--- config.mk ---
export PLATFORM = sky130hd
export DESIGN_NAME = boot_rom_ctrl
export DESIGN_NICKNAME = d
export VERILOG_FILES = /design/src/rtl/boot_rom_ctrl_pkg.sv /design/src/rtl/boot_rom_ctrl_rsp_fifo.sv /design/src/rtl/boot_rom_ctrl.sv
export SDC_FILE = /design/constraint.sdc
export NUM_CORES = 1
export LEC_CHECK = 0
export ABC_AREA = 1
export BUFFER_PORTS_ARGS = -buffer_cell sky130_fd_sc_hd__buf_2
export CAP_MARGIN = 20
export CORE_ASPECT_RATIO = 0.9
export CORE_MARGIN = 2
export CORE_UTILIZATION = 48
export DETAILED_ROUTE_END_ITERATION = 7
export PLACE_DENSITY = 0.82
export SLEW_MARGIN = 20
export SYNTH_ARGS = -nofsm -noshare
export SYNTH_HDL_FRONTEND = slang
export SYNTH_HIERARCHICAL = 1
export SYNTH_SLANG_ARGS = --single-unit
export TNS_END_PERCENT = 50
--- constraint.sdc ---
create_clock -name clk -period 9 [get_ports clk]
set_input_delay 0.45 -clock clk [delete_from_list [all_inputs] [get_ports clk]]
set_output_delay 0.45 -clock clk [all_outputs]
set_load 0.01 [all_outputs]
--- src/rtl/boot_rom_ctrl_pkg.sv ---
// Shared types and constants for the boot ROM bus controller.
// The default ROM word-address width can be overridden by defining ROM_ADDR_WIDTH.
`ifndef ROM_ADDR_WIDTH
`define ROM_ADDR_WIDTH 10
`endif

package boot_rom_ctrl_pkg;

    typedef struct packed {
        logic        err;
        logic [31:0] data;
    } rsp_t;

    localparam logic [31:0] ROM_BASE_DEFAULT = 32'h0000_8000;

endpackage

--- src/rtl/boot_rom_ctrl_rsp_fifo.sv ---
// In-order response FIFO of rsp_t entries with occupancy output.
// A push and a pop in the same cycle leave the occupancy unchanged.
module rsp_fifo
    import boot_rom_ctrl_pkg::*;
#(
    parameter int DEPTH = 2,
    localparam int CNT_W = $clog2(DEPTH + 1),
    localparam int PTR_W = (DEPTH > 1) ? $clog2(DEPTH) : 1
) (
    input  logic             clk,
    input  logic             rst_n,
    input  logic             push,
    input  rsp_t             push_data,
    input  logic             pop,
    output rsp_t             head,
    output logic [CNT_W-1:0] occ
);

    rsp_t             mem_reg [DEPTH];
    logic [PTR_W-1:0] wr_ptr_reg;
    logic [PTR_W-1:0] rd_ptr_reg;
    logic [CNT_W-1:0] occ_reg;

    // Pointers wrap explicitly so DEPTH need not be a power of two.
    function automatic logic [PTR_W-1:0] ptr_inc(input logic [PTR_W-1:0] p);
        return (p == PTR_W'(DEPTH - 1)) ? '0 : p + 1'b1;
    endfunction

    always_ff @(posedge clk) begin
        if (push) begin
            mem_reg[wr_ptr_reg] <= push_data;
        end
    end

    always_ff @(posedge clk or negedge rst_n) begin
        if (!rst_n) begin
            wr_ptr_reg <= '0;
            rd_ptr_reg <= '0;
            occ_reg    <= '0;
        end else begin
            if (push) begin
                wr_ptr_reg <= ptr_inc(wr_ptr_reg);
            end
            if (pop) begin
                rd_ptr_reg <= ptr_inc(rd_ptr_reg);
            end
            case ({push, pop})
                2'b10:   occ_reg <= occ_reg + 1'b1;
                2'b01:   occ_reg <= occ_reg - 1'b1;
                default: occ_reg <= occ_reg;
            endcase
        end
    end

    assign head = mem_reg[rd_ptr_reg];
    assign occ  = occ_reg;

endmodule

--- src/rtl/boot_rom_ctrl.sv ---
// Bus-side boot ROM controller: grant/decode, one-cycle ROM enable, and
// in-order responses through a bypass path plus a small response buffer.
module boot_rom_ctrl
    import boot_rom_ctrl_pkg::*;
#(
    parameter int          ROM_ADDR_WIDTH = `ROM_ADDR_WIDTH,
    parameter logic [31:0] ROM_BASE       = ROM_BASE_DEFAULT,
    parameter int          RSP_DEPTH      = 2
) (
    input  logic                      clk,
    input  logic                      rst_n,
    input  logic                      req_i,
    output logic                      gnt_o,
    input  logic [31:0]               addr_i,
    input  logic                      we_i,
    output logic                      rvalid_o,
    input  logic                      rready_i,
    output logic [31:0]               rdata_o,
    output logic                      err_o,
    output logic                      rom_en_o,
    output logic [ROM_ADDR_WIDTH-1:0] rom_addr_o,
    input  logic [31:0]               rom_rdata_i
);

    localparam int          CNT_W    = $clog2(RSP_DEPTH + 1);
    localparam logic [32:0] ROM_END  = {1'b0, ROM_BASE} + (33'd4 << ROM_ADDR_WIDTH);
    localparam logic [CNT_W:0] DEPTH_LV = RSP_DEPTH[CNT_W:0];

    logic             inflight_reg;
    logic             inflight_err_reg;
    logic [CNT_W-1:0] occ;
    logic [CNT_W:0]   level;
    logic             in_range;
    logic             acc_err;
    logic             accept;
    logic             fifo_empty;
    logic             push;
    logic             pop;
    rsp_t             bypass_rsp;
    rsp_t             head_rsp;
    rsp_t             out_rsp;

    // Everything accepted but not yet consumed counts against the buffer,
    // so the FIFO can never overflow.
    assign level  = {1'b0, occ} + {{CNT_W{1'b0}}, inflight_reg};
    assign gnt_o  = req_i & rst_n & (level < DEPTH_LV);
    assign accept = gnt_o;

    assign in_range = (addr_i >= ROM_BASE) && ({1'b0, addr_i} < ROM_END);
    assign acc_err  = we_i | ~in_range | (addr_i[1:0] != 2'b00);

    // ROM_BASE is word aligned, so the word offset needs no borrow from bits [1:0].
    assign rom_en_o   = accept & ~acc_err;
    assign rom_addr_o = rom_en_o ? (addr_i[ROM_ADDR_WIDTH+1:2] - ROM_BASE[ROM_ADDR_WIDTH+1:2])
                                 : '0;

    always_ff @(posedge clk or negedge rst_n) begin
        if (!rst_n) begin
            inflight_reg     <= 1'b0;
            inflight_err_reg <= 1'b0;
        end else begin
            inflight_reg     <= accept;
            inflight_err_reg <= accept & acc_err;
        end
    end

    always_comb begin
        bypass_rsp.err  = inflight_err_reg;
        bypass_rsp.data = inflight_err_reg ? 32'h0 : rom_rdata_i;
    end

    // An empty buffer lets the returning word through; it is parked only if not taken.
    assign fifo_empty = (occ == '0);
    assign push       = inflight_reg & ~(fifo_empty & rready_i);
    assign pop        = ~fifo_empty & rready_i;
    assign out_rsp    = fifo_empty ? bypass_rsp : head_rsp;

    assign rvalid_o = inflight_reg | ~fifo_empty;
    assign rdata_o  = rvalid_o ? out_rsp.data : 32'h0;
    assign err_o    = rvalid_o & out_rsp.err;

    rsp_fifo #(
        .DEPTH (RSP_DEPTH)
    ) u_rsp_fifo (
        .clk       (clk),
        .rst_n     (rst_n),
        .push      (push),
        .push_data (bypass_rsp),
        .pop       (pop),
        .head      (head_rsp),
        .occ       (occ)
    );

endmodule

==> results of run 1 <==
kinds of logic after synthesis:
family | count (synthesis) | share of synthesized area
simple gates | 179 | 0.196
fa+ha+maj | 1 | 0.00339
buf+inv | 110 | 0.126
xor+xnor | 3 | 0.00712
compound gates | 66 | 0.0902
flops | 72 | 0.578
per-stage QoR:
| step | std cells | util |
|---|---|---|
| global placement | 621 | 0.568 |
| detailed placement | 621 | 0.568 |
| finish | 639 | 0.611 |
| CTS | 638 | 0.607 |
| floorplan | 431 | - |
| global route | 639 | 0.611 |
worst max-delay path, cell delays in order:
cell and delay, ps:
dlygate4sd3_1 520, buf_2 200, nand2_1 80, nor2_2 160, nand4_1 530, nor2_2 230, buf_2 160
timing repair:
action / 4_1_cts / 5_1_grt
endpoints found under the setup margin: 0 / 0
hold buffers: 1 / 0
endpoints found under the hold margin: 6 / 0
buffers inserted: 0 / 0
area by class of cell:
| class | count | area [sq um] |
|---|---|---|
| fill | 661 | 2920 |
| sequential | 72 | 2130 |
| multi-input combinational | 249 | 1100 |
| timing repair buffer | 117 | 616 |
| inverter | 89 | 334 |
| clock inverter | 7 | 158 |
| clock buffer | 9 | 124 |
| tap | 96 | 120 |
layer usage:
| layer | vias up | global-route usage |
|---|---|---|
| met2 | 109 | 0.344 |
| met3 | 7 | 0.0398 |
| li1 | 1549 | - |
| met5 | - | 0 |
| met1 | 1311 | 0.214 |
| met4 | 0 | 0.0794 |
power breakdown:
group	internal (uW)	switching, uW
Sequential	421	69.5
Combinational	203	310
Clock	238	116
final timing paths:
path	start	slack (ps)	endpoint	cells after the start
hold / removal	req_i	360	inflight_reg	3
min in group asynchronous	rst_n	470	u_rsp_fifo/occ[0]	2
hold reg to reg	u_rsp_fifo/wr_ptr_reg	570	u_rsp_fifo/wr_ptr_reg	1
setup / recovery	rst_n	6220	rom_addr_o[3]	7
max in group asynchronous	rst_n	8360	u_rsp_fifo/rd_ptr_reg	2
setup reg to reg	inflight_reg	6380	u_rsp_fifo/mem_reg[0][0]	3
cells in the final DEF, fill, tap and decap left out, types with 3 or more instances in the layout:
cell and instances:
a21oi_1 32, buf_2 114, bufinv_16 5, clkbuf_8 9, dfrtp_1 4, edfxtp_1 66, inv_1 88, nand2_1 95
nand3_1 4, nor2_1 65, nor2_2 10, nor2_4 3, o21ai_0 30, o21ai_1 3
==> results.toml, run 1 <==
[run_status]
status = "completed"

[sta]
drv_slew = 0
period_share = 0.308
finalHoldViolCount = 0
setup_ws_ps = 6220
rsz0062_at_grt = "no"
clock_skew_ps = 8.51
tns_ps = 0
maxSlewHeadroom = 0.349
clock.fmax_ghz = 0.360
finalSetupViolCount = 0
worst_slew_pin_slew_ps = 974
holdWs_ps = 364
period_minus_slack_ps = 2780

[global_routing]
grt_usage = 0.189
grt_pass1_vias = 2815
gr-total-overflow = 0
grt_max_degree = 68
grt_antenna_before_repair = 0
grt_pass1_wl_microns = 12000

[die]
initial_core_util = 0.491
die-height_microns = 87.2
rows = 30
fp.dieW_microns = 96.4
ios = 115
coreArea_sq_um = 7510
die_area_sq_um = 8400

[layout]
antennaDiodeCount = 0
areaGrowthSynthToFinish_pct = 24.4
finalNetCount = 608
design_area_sq_um = 4590
layout-drive-gt1-share = 0.269
largest_register_ffs = 66

[route]
routed.top_layer = "met4"
wirelength_microns = 7560
drt_iter0_drc = 121
viasPerCell = 4.66
dr_wl_met2_microns = 3720
wl_per_cell_microns = 11.8
drc = 0
wl_met1_microns = 3240
vias = 2976
dr.pass1.iters = 4
wl_met3_microns = 498
antenna_left = 0

[logic_synthesis]
synth_seq_area_share = 0.578
avgSynthCellArea_sq_um = 8.56
yosysMostFrequentCell = "nand2_1"
synth_edf_count = 66
syn_inst = 431
ys.flop_type = "edfxtp_1"
async_reset_ff_frac = 0.0833
yosys.area.top_type = "edfxtp_1"
netlist_area_sq_um = 3690
syn-num-nets = 501
ys_types = 21
synth_seq_cells = 72
synthTopCellsByArea = "edfxtp_1 54%, nand2_1 9.7%, inv_1 9.0%"
synth_top_area_share = 0.537
yosys-top-cells-count = "95 x nand2_1, 88 x inv_1, 66 x edfxtp_1, 66 x nor2_1, 32 x a21oi_1"
ys_warn_count = 6

[clock_network]
path_clk_slew_ps = 70
clkSinkCount = 72
insertion_delay_ps = 340
cts_buffers = 9
cts_root_buffer = "clkbuf_8"
cts_buffer_depth = 2
post_cts_resized = 0
h-tree-depth = 3
cts_tree = "yes"

[power_and_ir_drop]
p_leak_uw = 0.00224
peakVddDrop_v = 0.000122
finalPower_uw = 1360
powerDensity_nw_per_um2 = 296

[critical_path]
arrival_ps = 2330
crit_type = "primary input to primary output"
crit_fanout = 11
required_ps = 8550
startpoint_type = "primary input"
cp-end-kind = "primary output"

[place]
post-place-ws_ps = 6180
io_buffers = 114
globalplace.congestion = 0.774
place_area_sq_um = 4270
detailed_place_hpwl_microns = 5100

[min_path]
hold_path_class = "primary input to flip-flop"

[job]
cap_violations = 0
No activity file was read; power rests on OpenSTA's default activity.
==> run 2, diff against run 1 <==
Settings changed: ABC_AREA 1 to 0, CORE_UTILIZATION 48 to 47, PLACE_DENSITY 0.82 to 0.83.
Clock period 9 ns to 2.5 ns, I/O delays scaled along.
==> results.toml, run 2 <==
[run_status]
status = "completed"

[place]
globalplace.congestion = 0.783
place_inst = 507
detailed_place_hpwl_microns = 5130
post-place-ws_ps = 744
io_buffers = 114

[sta]
period_share = 0.824
rsz0062_at_grt = "no"
maxSlewHeadroom = 0.627
drv_slew = 0
finalSetupViolCount = 0
period_minus_slack_ps = 2060
holdWs_ps = 142
setup_ws_ps = 440
clock_skew_ps = 9.91
worst_slew_pin_slew_ps = 560
finalHoldViolCount = 0
tns_ps = 0
clock.fmax_ghz = 0.485

[critical_path]
arrival_ps = 1930
critPathMostFrequentCell = "nand2_1"
r2r-start = "u_rsp_fifo/occ[0]"
cp-end-kind = "primary output"
r2r_setup_slack_ps = 740
r2r-end = "u_rsp_fifo/occ[1]"
cpPeakStageDelay_ps = 730
crit_fanout = 19
required_ps = 2380
r2r_cells = 6
cp_slowest_cell = "dfrtp_2"
crit_family = "flip-flops"
path_buf_inv = 2
startpoint_type = "flip-flop"
crit_chain = "buf_4, mux2_2, nand2_1, nand2_1, buf_2"
crit_type = "flip-flop to primary output"

[power_and_ir_drop]
peakVddDrop_v = 0.000584
p_leak_uw = 0.00207
p_int_uw = 3000
swShare = 0.340
finalPower_uw = 4540
power_switching_uw = 1550
power_frac_comb = 0.397
power_frac_seq = 0.368
powerDensity_nw_per_um2 = 981
clockPowerShare = 0.235

[clock_network]
h-tree-depth = 3
post_cts_resized = 0
cts_buffer_depth = 2
cts_buffers = 9
cts_tree = "yes"
cts_root_buffer = "clkbuf_8"
path_clk_slew_ps = 70
post_cts_buffers = 0
insertion_delay_ps = 330
clkSinkCount = 72

[route]
drc = 0
wirelength_microns = 7640
dr.pass1.iters = 4
drt_iter0_drc = 147
viasPerCell = 5.00
vias = 2615
wl_per_cell_microns = 14.6
antenna_left = 0

[layout]
largest_register_ffs = 66
finalNetCount = 493
layout-drive-gt1-share = 0.452
seq_area_sq_um = 2130
areaGrowthSynthToFinish_pct = 23.8
antennaDiodeCount = 0
fill_cells = 621
final_cells = 523
multiInputGateArea_sq_um = 1420
mostFrequentLayoutCells = "114 x buf_2, 68 x nand2_1, 66 x edfxtp_1"
final_common_cell = "buf_2"

[die]
fp.dieW_microns = 98.1
coreArea_sq_um = 7620
initial_core_util = 0.491
die_area_sq_um = 8700
rows = 30
die-height_microns = 88.7
ios = 115

[global_routing]
grt_pass1_wl_microns = 12700
grt_max_degree = 36
grt_antenna_before_repair = 0
grt_usage = 0.184
gr-total-overflow = 0
grt_pass1_vias = 2655

[logic_synthesis]
yosys.area.top_type = "edfxtp_1"
synth_seq_area_share = 0.570
syn-num-nets = 375
ys.flop_type = "edfxtp_1"
synth_edf_count = 66
avgSynthCellArea_sq_um = 12.3
async_reset_ff_frac = 0.0833
yosysMostFrequentCell = "nand2_1"
netlist_area_sq_um = 3740
syn_inst = 305
ys_types = 31
yosys-top-cells-count = "68 x nand2_1, 66 x edfxtp_1, 32 x nand3_1, 32 x nor2b_1, 29 x mux2_4"
synth_seq_cells = 72
synth_top_area_share = 0.529
ys_warn_count = 6
synthTopCellsByArea = "edfxtp_1 53%, mux2_4 12%, nand2_1 6.8%"

[job]
cap_violations = 0

[min_path]
hold_path_class = "primary input to asynchronous set/reset pin"
[run 2: repair_timing]
item / CTS / global route
endpoints found under the setup margin: 0 / 0
hold endpoints to repair: 6 / 0
hold buffers: 1 / 0
[run 2: stage by stage]
stage	utilization	instance area [sq um]
3_3_place_gp	0.576	4390
5_1_grt	0.608	4630
2_1_floorplan	-	3750
4_1_cts	0.608	4630
3_5_place_dp	0.576	4390
6_report	0.608	4630
[run 2: how the worst max path moves through the flow]
stage / startpoint / endpoint / slack, ps / cells past startpoint
5_1_grt: u_rsp_fifo/rd_ptr_reg / rdata_o[16] / 350 / 5
2_1_floorplan: u_rsp_fifo/occ[0] / u_rsp_fifo/mem_reg[0][0] / 300 / 4
6_report: u_rsp_fifo/rd_ptr_reg / rdata_o[16] / 440 / 5
3_5_place_dp: u_rsp_fifo/occ[0] / u_rsp_fifo/occ[1] / 740 / 6
4_1_cts: u_rsp_fifo/rd_ptr_reg / rdata_o[16] / 420 / 5
3_3_place_gp: u_rsp_fifo/rd_ptr_reg / rdata_o[16] / 800 / 5
[run 2: cells by family after synthesis]
kind of cell	after synthesis	synth area share
AND/OR/NAND/NOR	158	0.228
flip-flops	72	0.570
buffers and inverters	33	0.0531
multiplexers	33	0.128
XOR/XNOR	5	0.0117
AO/OA/AOI/OAI	3	0.00602
adder cells (fa/ha/maj)	1	0.00334
[run 2: final cells by class]
| type | instances | area share |
|---|---|---|
| Tap cell | 96 | 0.0259 |
| Timing Repair Buffer | 128 | 0.146 |
| Clock inverter | 6 | 0.0235 |
| Clock buffer | 9 | 0.0267 |
| Sequential cell | 72 | 0.460 |
| Multi-Input combinational cell | 200 | 0.307 |
| Inverter | 12 | 0.00972 |
[run 2: power by group through the flow]
| stage | Clock, uW | Combinational, uW | Sequential, uW |
|---|---|---|---|
| after floorplan | 0 | 1400 | 1590 |
| after global placement | 0 | 1800 | 1680 |
| after detailed placement | 0 | 1820 | 1700 |
| after CTS | 1080 | 1830 | 1670 |
| after global routing | 1130 | 1990 | 1690 |
| final | 1070 | 1810 | 1670 |
[run 2: layer usage]
| layer | GRT usage | vias to the layer above | share of wire |
|---|---|---|---|
| met2 | 0.318 | 82 | 0.48 |
| met5 | 0 | - | 0 |
| li1 | - | 1297 | - |
| met1 | 0.238 | 1230 | 0.44 |
| met4 | 0.0429 | 0 | 0.0067 |
| met3 | 0.0458 | 6 | 0.074 |
